**src/rtl/datapath_pkg.sv**
```systemverilog
`default_nettype none
// +----------------------------------------------------------------------------+
// | Module  : datapath_pkg                                                     |
// | Brief   : Shared opcode, ALU command and reset constants for the datapath.  |
// | Rev     : 1.0  initial release                                             |
// +----------------------------------------------------------------------------+
package datapath_pkg;

    localparam logic [1:0]  c_OP_DP  = 2'b00;
    localparam logic [1:0]  c_OP_MEM = 2'b01;
    localparam logic [1:0]  c_OP_BR  = 2'b10;

    localparam logic [3:0]  c_CMD_AND = 4'b0000;
    localparam logic [3:0]  c_CMD_SUB = 4'b0010;
    localparam logic [3:0]  c_CMD_ADD = 4'b0100;
    localparam logic [3:0]  c_CMD_ORR = 4'b1100;
    localparam logic [3:0]  c_CMD_MOV = 4'b1101;

    localparam logic [31:0] c_RESET_PC = 32'h0000_0000;

    localparam int          c_NUM_REGS = 15;

endpackage
`default_nettype wire

```
**src/rtl/datapath_regfile.sv**
```systemverilog
`default_nettype none
// +----------------------------------------------------------------------------+
// | Module  : datapath_regfile                                                 |
// | Brief   : r0-r14 storage, combinational reads, one synchronous write port. |
// | Rev     : 1.0  initial release                                             |
// +----------------------------------------------------------------------------+
module datapath_regfile
    import datapath_pkg::*;
(
    input  logic        clk,
    input  logic        rst,
    input  logic        i_we,
    input  logic [3:0]  i_waddr,
    input  logic [31:0] i_wdata,
    input  logic [3:0]  i_raddr_a,
    input  logic [3:0]  i_raddr_b,
    input  logic [3:0]  i_raddr_c,
    output logic [31:0] o_rdata_a,
    output logic [31:0] o_rdata_b,
    output logic [31:0] o_rdata_c
);

    logic [31:0] w_regs [c_NUM_REGS];

    for (genvar i = 0; i < c_NUM_REGS; i++) begin : g_reg
        logic [31:0] r_q;
        always_ff @(posedge clk) begin
            if (rst) begin
                r_q <= '0;
            end else if (i_we && (i_waddr == 4'(i))) begin
                r_q <= i_wdata;
            end
        end
        assign w_regs[i] = r_q;
    end

    // Address 15 returns zero here; the parent substitutes PC+8.
    function automatic logic [31:0] f_read(input logic [3:0] addr);
        return (addr == 4'd15) ? 32'h0 : w_regs[addr];
    endfunction

    assign o_rdata_a = f_read(i_raddr_a);
    assign o_rdata_b = f_read(i_raddr_b);
    assign o_rdata_c = f_read(i_raddr_c);

endmodule
`default_nettype wire

```
**src/rtl/datapath.sv**
```systemverilog
`default_nettype none
// +----------------------------------------------------------------------------+
// | Module  : datapath                                                         |
// | Brief   : Single-cycle reduced ARMv4-style datapath (DP, LDR/STR, B).      |
// | Rev     : 1.0  initial release                                             |
// +----------------------------------------------------------------------------+
module datapath
    import datapath_pkg::*;
#(
    parameter logic [31:0] RESET_PC = c_RESET_PC
)
(
    input  logic        clk,
    input  logic        reset,
    input  logic [31:0] instr,
    input  logic [31:0] read_data,
    output logic [31:0] pc,
    output logic [31:0] addr_data,
    output logic [31:0] write_data,
    output logic        we
);

    logic [31:0] r_pc;

    logic [1:0]  w_op;
    logic        w_imm;
    logic [3:0]  w_cmd;
    logic [3:0]  w_rn;
    logic [3:0]  w_rd;
    logic [3:0]  w_rm;
    logic        w_up;
    logic        w_load;
    logic        w_unused_cond;

    assign w_op          = instr[27:26];
    assign w_imm         = instr[25];
    assign w_cmd         = instr[24:21];
    assign w_up          = instr[23];
    assign w_load        = instr[20];
    assign w_rn          = instr[19:16];
    assign w_rd          = instr[15:12];
    assign w_rm          = instr[3:0];
    assign w_unused_cond = &instr[31:28];

    logic [31:0] w_pc_plus4;
    logic [31:0] w_pc_plus8;

    assign w_pc_plus4 = r_pc + 32'd4;
    assign w_pc_plus8 = r_pc + 32'd8;

    logic [31:0] w_rf_rn;
    logic [31:0] w_rf_rd;
    logic [31:0] w_rf_rm;
    logic        w_reg_we;
    logic        w_wen;
    logic [31:0] w_wval;

    datapath_regfile u_regfile (
        .clk       (clk),
        .rst       (reset),
        .i_we      (w_reg_we),
        .i_waddr   (w_rd),
        .i_wdata   (w_wval),
        .i_raddr_a (w_rn),
        .i_raddr_b (w_rd),
        .i_raddr_c (w_rm),
        .o_rdata_a (w_rf_rn),
        .o_rdata_b (w_rf_rd),
        .o_rdata_c (w_rf_rm)
    );

    logic [31:0] w_src1;
    logic [31:0] w_rd_val;
    logic [31:0] w_rm_val;
    logic [31:0] w_src2;

    assign w_src1   = (w_rn == 4'd15) ? w_pc_plus8 : w_rf_rn;
    assign w_rd_val = (w_rd == 4'd15) ? w_pc_plus8 : w_rf_rd;
    assign w_rm_val = (w_rm == 4'd15) ? w_pc_plus8 : w_rf_rm;
    assign w_src2   = w_imm ? {24'h0, instr[7:0]} : w_rm_val;

    logic [31:0] w_alu_result;
    logic        w_alu_valid;

    always_comb begin
        w_alu_result = '0;
        w_alu_valid  = 1'b0;
        case (w_cmd)
            c_CMD_ADD: begin w_alu_result = w_src1 + w_src2; w_alu_valid = 1'b1; end
            c_CMD_SUB: begin w_alu_result = w_src1 - w_src2; w_alu_valid = 1'b1; end
            c_CMD_AND: begin w_alu_result = w_src1 & w_src2; w_alu_valid = 1'b1; end
            c_CMD_ORR: begin w_alu_result = w_src1 | w_src2; w_alu_valid = 1'b1; end
            c_CMD_MOV: begin w_alu_result = w_src2;          w_alu_valid = 1'b1; end
            default:   begin w_alu_result = '0;              w_alu_valid = 1'b0; end
        endcase
    end

    logic [31:0] w_mem_offset;
    logic [31:0] w_mem_addr;
    logic [31:0] w_br_offset;
    logic [31:0] w_br_target;

    assign w_mem_offset = {20'h0, instr[11:0]};
    assign w_mem_addr   = w_up ? (w_src1 + w_mem_offset) : (w_src1 - w_mem_offset);
    assign w_br_offset  = {{6{instr[23]}}, instr[23:0], 2'b00};
    assign w_br_target  = w_pc_plus8 + w_br_offset;

    logic [31:0] w_addr;
    logic        w_we_raw;
    logic [31:0] w_next_pc;

    always_comb begin
        w_addr    = '0;
        w_we_raw  = 1'b0;
        w_wen     = 1'b0;
        w_wval    = w_alu_result;
        w_next_pc = w_pc_plus4;
        case (w_op)
            c_OP_DP: begin
                w_addr = w_alu_result;
                w_wen  = w_alu_valid;
            end
            c_OP_MEM: begin
                w_addr   = w_mem_addr;
                w_we_raw = ~w_load;
                w_wen    = w_load;
                w_wval   = read_data;
            end
            c_OP_BR: begin
                w_addr    = w_br_target;
                w_next_pc = w_br_target;
            end
            default: begin
                w_addr = '0;
            end
        endcase
    end

    // r15 is never a write target; the PC only changes through w_next_pc.
    assign w_reg_we = w_wen & ~reset & (w_rd != 4'd15);

    always_ff @(posedge clk) begin
        if (reset) begin
            r_pc <= RESET_PC;
        end else begin
            r_pc <= w_next_pc;
        end
    end

    assign pc         = r_pc;
    assign addr_data  = w_addr;
    assign write_data = w_rd_val;
    assign we         = w_we_raw & ~reset;

endmodule
`default_nettype wire

```
**config.mk**
```make
export PLATFORM = sky130hd
export DESIGN_NAME = datapath
export DESIGN_NICKNAME = d
export VERILOG_FILES = /design/src/rtl/datapath_pkg.sv /design/src/rtl/datapath_regfile.sv /design/src/rtl/datapath.sv
export SDC_FILE = /design/constraint.sdc
export NUM_CORES = 2
export LEC_CHECK = 0
export CAP_MARGIN = 10
export CORE_ASPECT_RATIO = 1.1
export CORE_MARGIN = 4
export CORE_UTILIZATION = 35
export CTS_BUF_LIST = sky130_fd_sc_hd__clkbuf_2
export DETAILED_ROUTE_END_ITERATION = 10
export SLEW_MARGIN = 20
export SYNTH_ARGS = -nofsm -noshare
export SYNTH_HDL_FRONTEND = slang
export SYNTH_SLANG_ARGS = --single-unit
```
**constraint.sdc**
```tcl
create_clock -name clk -period 9.1 [get_ports clk]
set_input_delay 0.91 -clock clk [delete_from_list [all_inputs] [get_ports clk]]
set_output_delay 0.91 -clock clk [all_outputs]
set_load 0.05 [all_outputs]
```
# After elaboration in Yosys (flattened, before gate mapping)
# Index checks and enable logic that the tools add are counted.
# W data, S select, Z words.
[word_totals]
reg_bits = 512
in_bits = 66
elab_cells = 100
[classes]
add_sub_neg = 7
order_cmp = 3
n_eq_ne = 24
mux = 21
n_bitwise = 10
n_reduce_logical = 19
[op_table]
columns = ["op", "count"]
rows = [
  ["$mux W32", 13],
  ["$bmux W32 S4", 3],
  ["$pmux W32 S5", 1],
  ["$pmux W32 S3", 1],
  ["$add A32 B32 Y32", 2],
  ["$eq A4 B4 Y1 const B", 12],
  ["$add A32 B12 Y32", 1],
  ["$add A32 B3 Y32 const B", 1],
  ["$add A32 B4 Y32 const B", 1],
  ["$and A32 B32 Y32", 1],
  ["$or A32 B32 Y32", 1],
  ["$sub A32 B12 Y32", 1],
  ["$sub A32 B32 Y32", 1],
  ["$eq A4 B3 Y1 const B", 5],
  ["$ge A5 B5 Y1 const B", 3],
  ["$logic_and A1 B1 Y1", 15],
  ["$not A4 Y5", 3],
  ["$eq A4 B2 Y1 const B", 3],
  ["$logic_not A4 Y1", 2],
  ["$reduce_or A5 Y1", 1],
  ["$eq A4 B1 Y1 const B", 1],
  ["$ne A4 B4 Y1 const B", 1],
  ["$and A1 B1 Y1", 3],
  ["$eq A2 B1 Y1 const B", 1],
  ["5 further kinds", 7],
]

# Depth between registers and ports, before layout
[depth]
word_depth = 9
ltp_mapped = 30
depth_no_buf = 24

# Hierarchy
# Synthesis repeated with hierarchy kept, for this count alone.
[unflattened]
hier_cells = 4906
area_unflattened_um2 = 38314.2
[modules_own_cells]
columns = ["module", "n_inst", "cells_per_inst", "area_per_inst_um2", "seq_area_each_um2"]
rows = [
  ["datapath_regfile", 1, 3268, 27925.5, 9609.2],
  ["datapath", 1, 1638, 10388.7, 600.6],
]

# Worst setup path before layout
# OpenSTA, ideal clock, no wires.
[synth_path]
path_type = "in2out"
from = "input instr[17]"
to = "output addr_data[24]"
t_arrival_ns = 7.213
path_slack_ns = 0.977
cell_stages = 16
n_path_buf = 5
path_cell_list = "buf_1 > buf_2 > buf_1 > buf_1 > clkbuf_1 > mux4_2 > mux4_2 > ha_1 > fa_1 > a21o_1 > a21o_1 > a211oi_1 > o31a_1 > o21a_1 > o21ai_0 > o311ai_0"
[synth_between]
elab_chain_cells = 8
word_cells_on_any_way = 16
[synth_lines]
columns = ["item", "line_no", "text"]
rows = [
  ["start, declared", "datapath.sv:15", "input logic [31:0] instr,"],
  ["$not A4 Y5 (implied by the code)", "datapath_regfile.sv:39", "return (addr == 4'd15) ? 32'h0 : w_regs[addr];"],
  ["$bmux W32 S4", "datapath_regfile.sv:39", ""],
  ["$mux W32 (implied by the code) (2 in series)", "datapath_regfile.sv:39", ""],
  ["$mux W32", "datapath.sv:77", "assign w_src1 = (w_rn == 4'd15) ? w_pc_plus8 : w_rf_rn;"],
  ["$sub A32 B32 Y32, or another cell as far along", "datapath.sv:90", "c_CMD_SUB: begin w_alu_result = w_src1 - w_src2; w_alu_valid = 1'b1; end"],
  ["$pmux W32 S5 / $mux W32 (equally long branches)", "datapath.sv:88, datapath.sv:104", ""],
  ["$pmux W32 S3 (*)", "datapath.sv:118", "case (w_op)"],
  ["end, declared", "datapath.sv:18", "output logic [31:0] addr_data,"],
]
# Mark *: on every way between the ends. The rest lies on a longest branch, timed or not. The select of a mux whose other input is x is not followed.

# Worst setup path after layout
[layout_path]
from = "register r_pc[3] (netlist: pc[3])"
to = "output addr_data[29]"
[layout_between]
elab_chain_cells = 6
word_cells_on_any_way = 14
[layout_lines]
columns = ["item", "line_no", "text"]
rows = [
  ["start, declared", "datapath.sv:23", "logic [31:0] r_pc;"],
  ["start signal, assigned", "datapath.sv:146", "r_pc <= w_next_pc;"],
  ["$add A32 B4 Y32 (*)", "datapath.sv:49", "assign w_pc_plus8 = r_pc + 32'd8;"],
  ["$mux W32", "datapath.sv:79", "assign w_rm_val = (w_rm == 4'd15) ? w_pc_plus8 : w_rf_rm;"],
  ["$mux W32", "datapath.sv:80", "assign w_src2 = w_imm ? {24'h0, instr[7:0]} : w_rm_val;"],
  ["$sub A32 B32 Y32, or another cell as far along", "datapath.sv:90", ""],
  ["$pmux W32 S5", "datapath.sv:88", "case (w_cmd)"],
  ["$pmux W32 S3 (*)", "datapath.sv:118", ""],
]
# Mark *: on every way between the ends. The rest lies on a longest branch, timed or not.

==> impl_metrics.yaml <==
status:
  outcome: "complete, no violations"
synthesis:
  synth_compound_area_share_pct: 20.3
  synth_commonest_cells: "nand2_1 (1020), a21oi_1 (593), dfxtp_1 (510)"
  synth_edf_count: 0
  synthTopCellsByArea: "dfxtp_1 (27%), mux4_2 (17%), nand2_1 (10%), a21oi_1 (7.8%), mux2i_1 (3.7%)"
  synthFlopType: "dfxtp_1"
  ys_seq_elements: 510
  synth.most_common_cell: "nand2_1"
  syn-cell-area_um2: 38200
  synth_mux_area_share_pct: 22.0
  synth_xor_area_share_pct: 3.85
  yosys.area_share.simple_pct: 18.5
  syn_avg_cell_area_um2: 8.19
  synth_largest_area_cell: "dfxtp_1"
  ys_types: 90
  async_flop_share_pct: 0
  synth_top_area_share_pct: 26.8
  syn_inst: 4662
  synth-warning-count: 0
  synthAdderAreaFrac_pct: 3.40
  ys_seq_area_share_pct: 26.8
  synth_top_family_by_area: "multiplexers"
placement:
  dp_hpwl_mm: 118
  dp_slack_ps: 878
  numPortBuffers: 156
  place.gp.congestion: 0.964
critical_path:
  crit_fanout: 8
  regToRegEndpoint: "u_regfile.g_reg[5].r_q[27]$_SDFFE_PP0P_"
  start_kind: "flip-flop"
  ff2ff_setup_slack_ps: 2510
  cp-end-kind: "output pin"
  cp.depth: 18
  slowest_delay_ps: 930
  path_buf_inv: 1
  path_cells: "ha_1 > nand3_1 > nor2_2 > nand2_1 > xnor2_1 > a22o_1 > ha_1 > and3_1 > a221o_1 > a211oi_1 > o211ai_1 > a221o_1 > nand4_1 > o2bb2ai_1 > a21oi_1 > o22a_1 > o221ai_1 > buf_4"
  crit_arrival_ps: 7760
  critPathKind: "reg2out"
  crit_family: "compound AO/OA/AOI/OAI gates"
  r2r_cells: 18
  cp_slowest_cell: "xnor2_1"
  reg2reg_from: "pc[3]$_SDFF_PP0_"
  required_ps: 8190
sta:
  report.final.setup_viol: 0
  skew_ps: 120
  finalCritPeriodShare_pct: 95.3
  hold_violations: 0
  fin_setup_tns_ps: 0
  timing.fmax_ghz: 0.115
  slew_violations: 0
  max-slew-margin-rel_pct: 20.9
  worst_slew_pin_slew_ps: 1180
  rsz0062_at_grt: "no"
  period_minus_slack_ps: 8670
  fin_ws_ps: 429
layout:
  drive_above_1_share_pct: 17.7
  fillers: 11000
  regArea_um2: 10200
  area_growth_pct: 11.9
  fin_nets: 4892
  multiInputGateArea_um2: 26200
power_and_ir_drop:
  p_int_uw: 3430
  switching_share_pct: 37.5
  p_comb_share_pct: 25.8
  vdd_drop_max_uv: 89.9
  seqPwrFrac_pct: 41.6
  clkPwrFrac_pct: 32.7
  switchingPower_uw: 2060
  leakagePower_uw: 0.0155
  cellPowerDensity_nw_per_um2: 129
global_routing:
  grt_first_pass_wirelength_mm: 249
  antenna_found_initial: 8
  gr-total-overflow: 0
  grt_max_degree: 101
  grt_pass1_vias: 36900
  grtUsageTotal_pct: 29.3
die:
  die_x_um: 323
  rows: 126
  die_area_um2: 114000
  io_pins: 163
  coreArea_um2: 108000
  die_h_um: 354
  start_util_pct: 35.4
run:
  cap_violations: 0
drt:
  dr.pass1.iters: 6
  wl_per_cell_um: 27.8
  routed_wl_mm: 174
  vias_per_cell: 6.24
  drtAntennaViolNets: 0
  first_iter_violations: 5126
  drc_errors: 0
  vias: 38900
clock_tree:
  postCtsSetupBuffers: 0
  cts_num_sinks: 510
  cts.clk_slew.worst_paths_ps: 100
  root_buffer: "clkbuf_2"
  cts_buffer_depth: 3
  clock_latency_ps: 1520
  cts_tree: "built"
  cts.htree.levels: 4
  cts_buffers: 140
min_path:
  hp-class: "in2reg"
  holdPathEnd: "pc[31]$_SDFF_PP0_"
  hold_depth: 6
  hp-start: "instr[23]"
-- sequential cells by signal (all words and copies together) (netlist names) --
register,cells
pc,30
u_regfile.g.r_q,480
-- cell type report --
| class | instances | area share (%) |
|---|---|---|
| Multi-Input combinational cell | 3676 | 61.4 |
| Sequential cell | 510 | 23.9 |
| Timing Repair Buffer | 323 | 6.89 |
| Tap cell | 1408 | 4.13 |
| Clock buffer | 209 | 2.45 |
| Inverter | 73 | 0.645 |
| Clock inverter | 24 | 0.498 |
| Antenna cell | 9 | 0.0528 |
-- worst reg2reg max path, stage by stage (launching register included) --
cell and delay, ps:
dfxtp_2 500, ha_1 430, nand3_1 220, nor2_2 470, nand2_1 210, xnor2_1 930, a22o_1 620, ha_1 380
and3_1 220, a221o_1 360, a211oi_1 340, o211ai_1 230, a221o_1 410, nand2_1 140, xor2_1 70, o21ai_0 230
o211a_1 560, nand2_1 100, o21ai_0 110
-- routing by layer --
layer  global-route usage [%]  part of all wire [%]
met5                        0                 0.025
met4                     19.3                   7.6
met3                     7.86                    11
met2                     45.2                    44
met1                     35.9                    37
-- cells by family (layout without fill, tap and decap cells) --
group,count (synthesis),in the layout
and+or+nand+nor,1659,1659
adders and majority gates,102,102
other,1,11
xor gates and xnor gates,167,167
muxes,476,476
AOI/OAI and AO/OA,1270,1270
buffers and inverters,477,629
DFF,510,510
-- power by group through the flow --
stage	clock network, µW	registers [µW]	logic, µW
6_report	1790	2280	1410
5_1_grt	1930	2280	1480
4_1_cts	1820	2280	1380
3_5_place_dp	0	2330	1370
3_3_place_gp	0	2330	1380
2_1_floorplan	0	2350	852
-- worst max path at each step --
stage / from / to / slack (ps)
2_1_floorplan: instr[17] / addr_data[24] / 980
5_1_grt: pc[3]$_SDFF_PP0_ / addr_data[27] / 20
4_1_cts: pc[3]$_SDFF_PP0_ / addr_data[29] / 30
3_5_place_dp: instr[1] / addr_data[31] / 880
6_report: pc[3]$_SDFF_PP0_ / addr_data[29] / 430
3_3_place_gp: instr[25] / addr_data[31] / 810
-- repair_timing --
action	4_1_cts	5_1_grt
hold buffers	1	0
gates resized for setup	0	6
hold endpoints to repair	44	0
setup endpoints to repair	0	5
-- layout by cell type (no fill, tap or decap), types with 11 or more instances in the layout --
| cell | instances |
|---|---|
| clkbuf_2 | 209 |
| and3_1 | 33 |
| and2_1 | 16 |
| a22oi_1 | 35 |
| nand3_1 | 129 |
| mux2i_1 | 140 |
| buf_4 | 175 |
| nand4_1 | 26 |
| a211oi_1 | 34 |
| o21ai_0 | 217 |
| xnor2_1 | 104 |
| a221oi_1 | 23 |
| clkdlybuf4s50_1 | 120 |
| nor2b_1 | 33 |
| nand2_1 | 1011 |
| a21boi_0 | 19 |
| mux4_2 | 285 |
| a21oi_1 | 591 |
| o211ai_1 | 24 |
| or2_2 | 14 |
| xor2_1 | 62 |
| nor2_1 | 235 |
| inv_1 | 71 |
| a21o_1 | 44 |
| o221ai_1 | 39 |
| o21bai_1 | 13 |
| o21a_1 | 50 |
| a22o_1 | 11 |
| buf_12 | 15 |
| ha_1 | 99 |
| dfxtp_1 | 508 |
| mux2_2 | 50 |
| clkinv_1 | 12 |
| nand2b_1 | 23 |
| or3_1 | 18 |
| a221o_1 | 20 |
| nor3_1 | 37 |
| o22ai_1 | 35 |
| a31oi_1 | 19 |
-- metrics by stage --
step | area [µm²] | hold WS [ps] | total power, µW | instances | util, %
6_report | 42700 | 323 | 5490 | 6232 | 39.6
3_3_place_gp | 41400 | 448 | 3710 | 5988 | 38.4
4_1_cts | 42600 | 179 | 5480 | 6223 | 39.5
3_5_place_dp | 41400 | 447 | 3710 | 5989 | 38.4
5_1_grt | 42700 | 258 | 5690 | 6227 | 39.6
2_1_floorplan | 38200 | 436 | 3200 | 4663 | -
(Power assumes the default switching activity.)
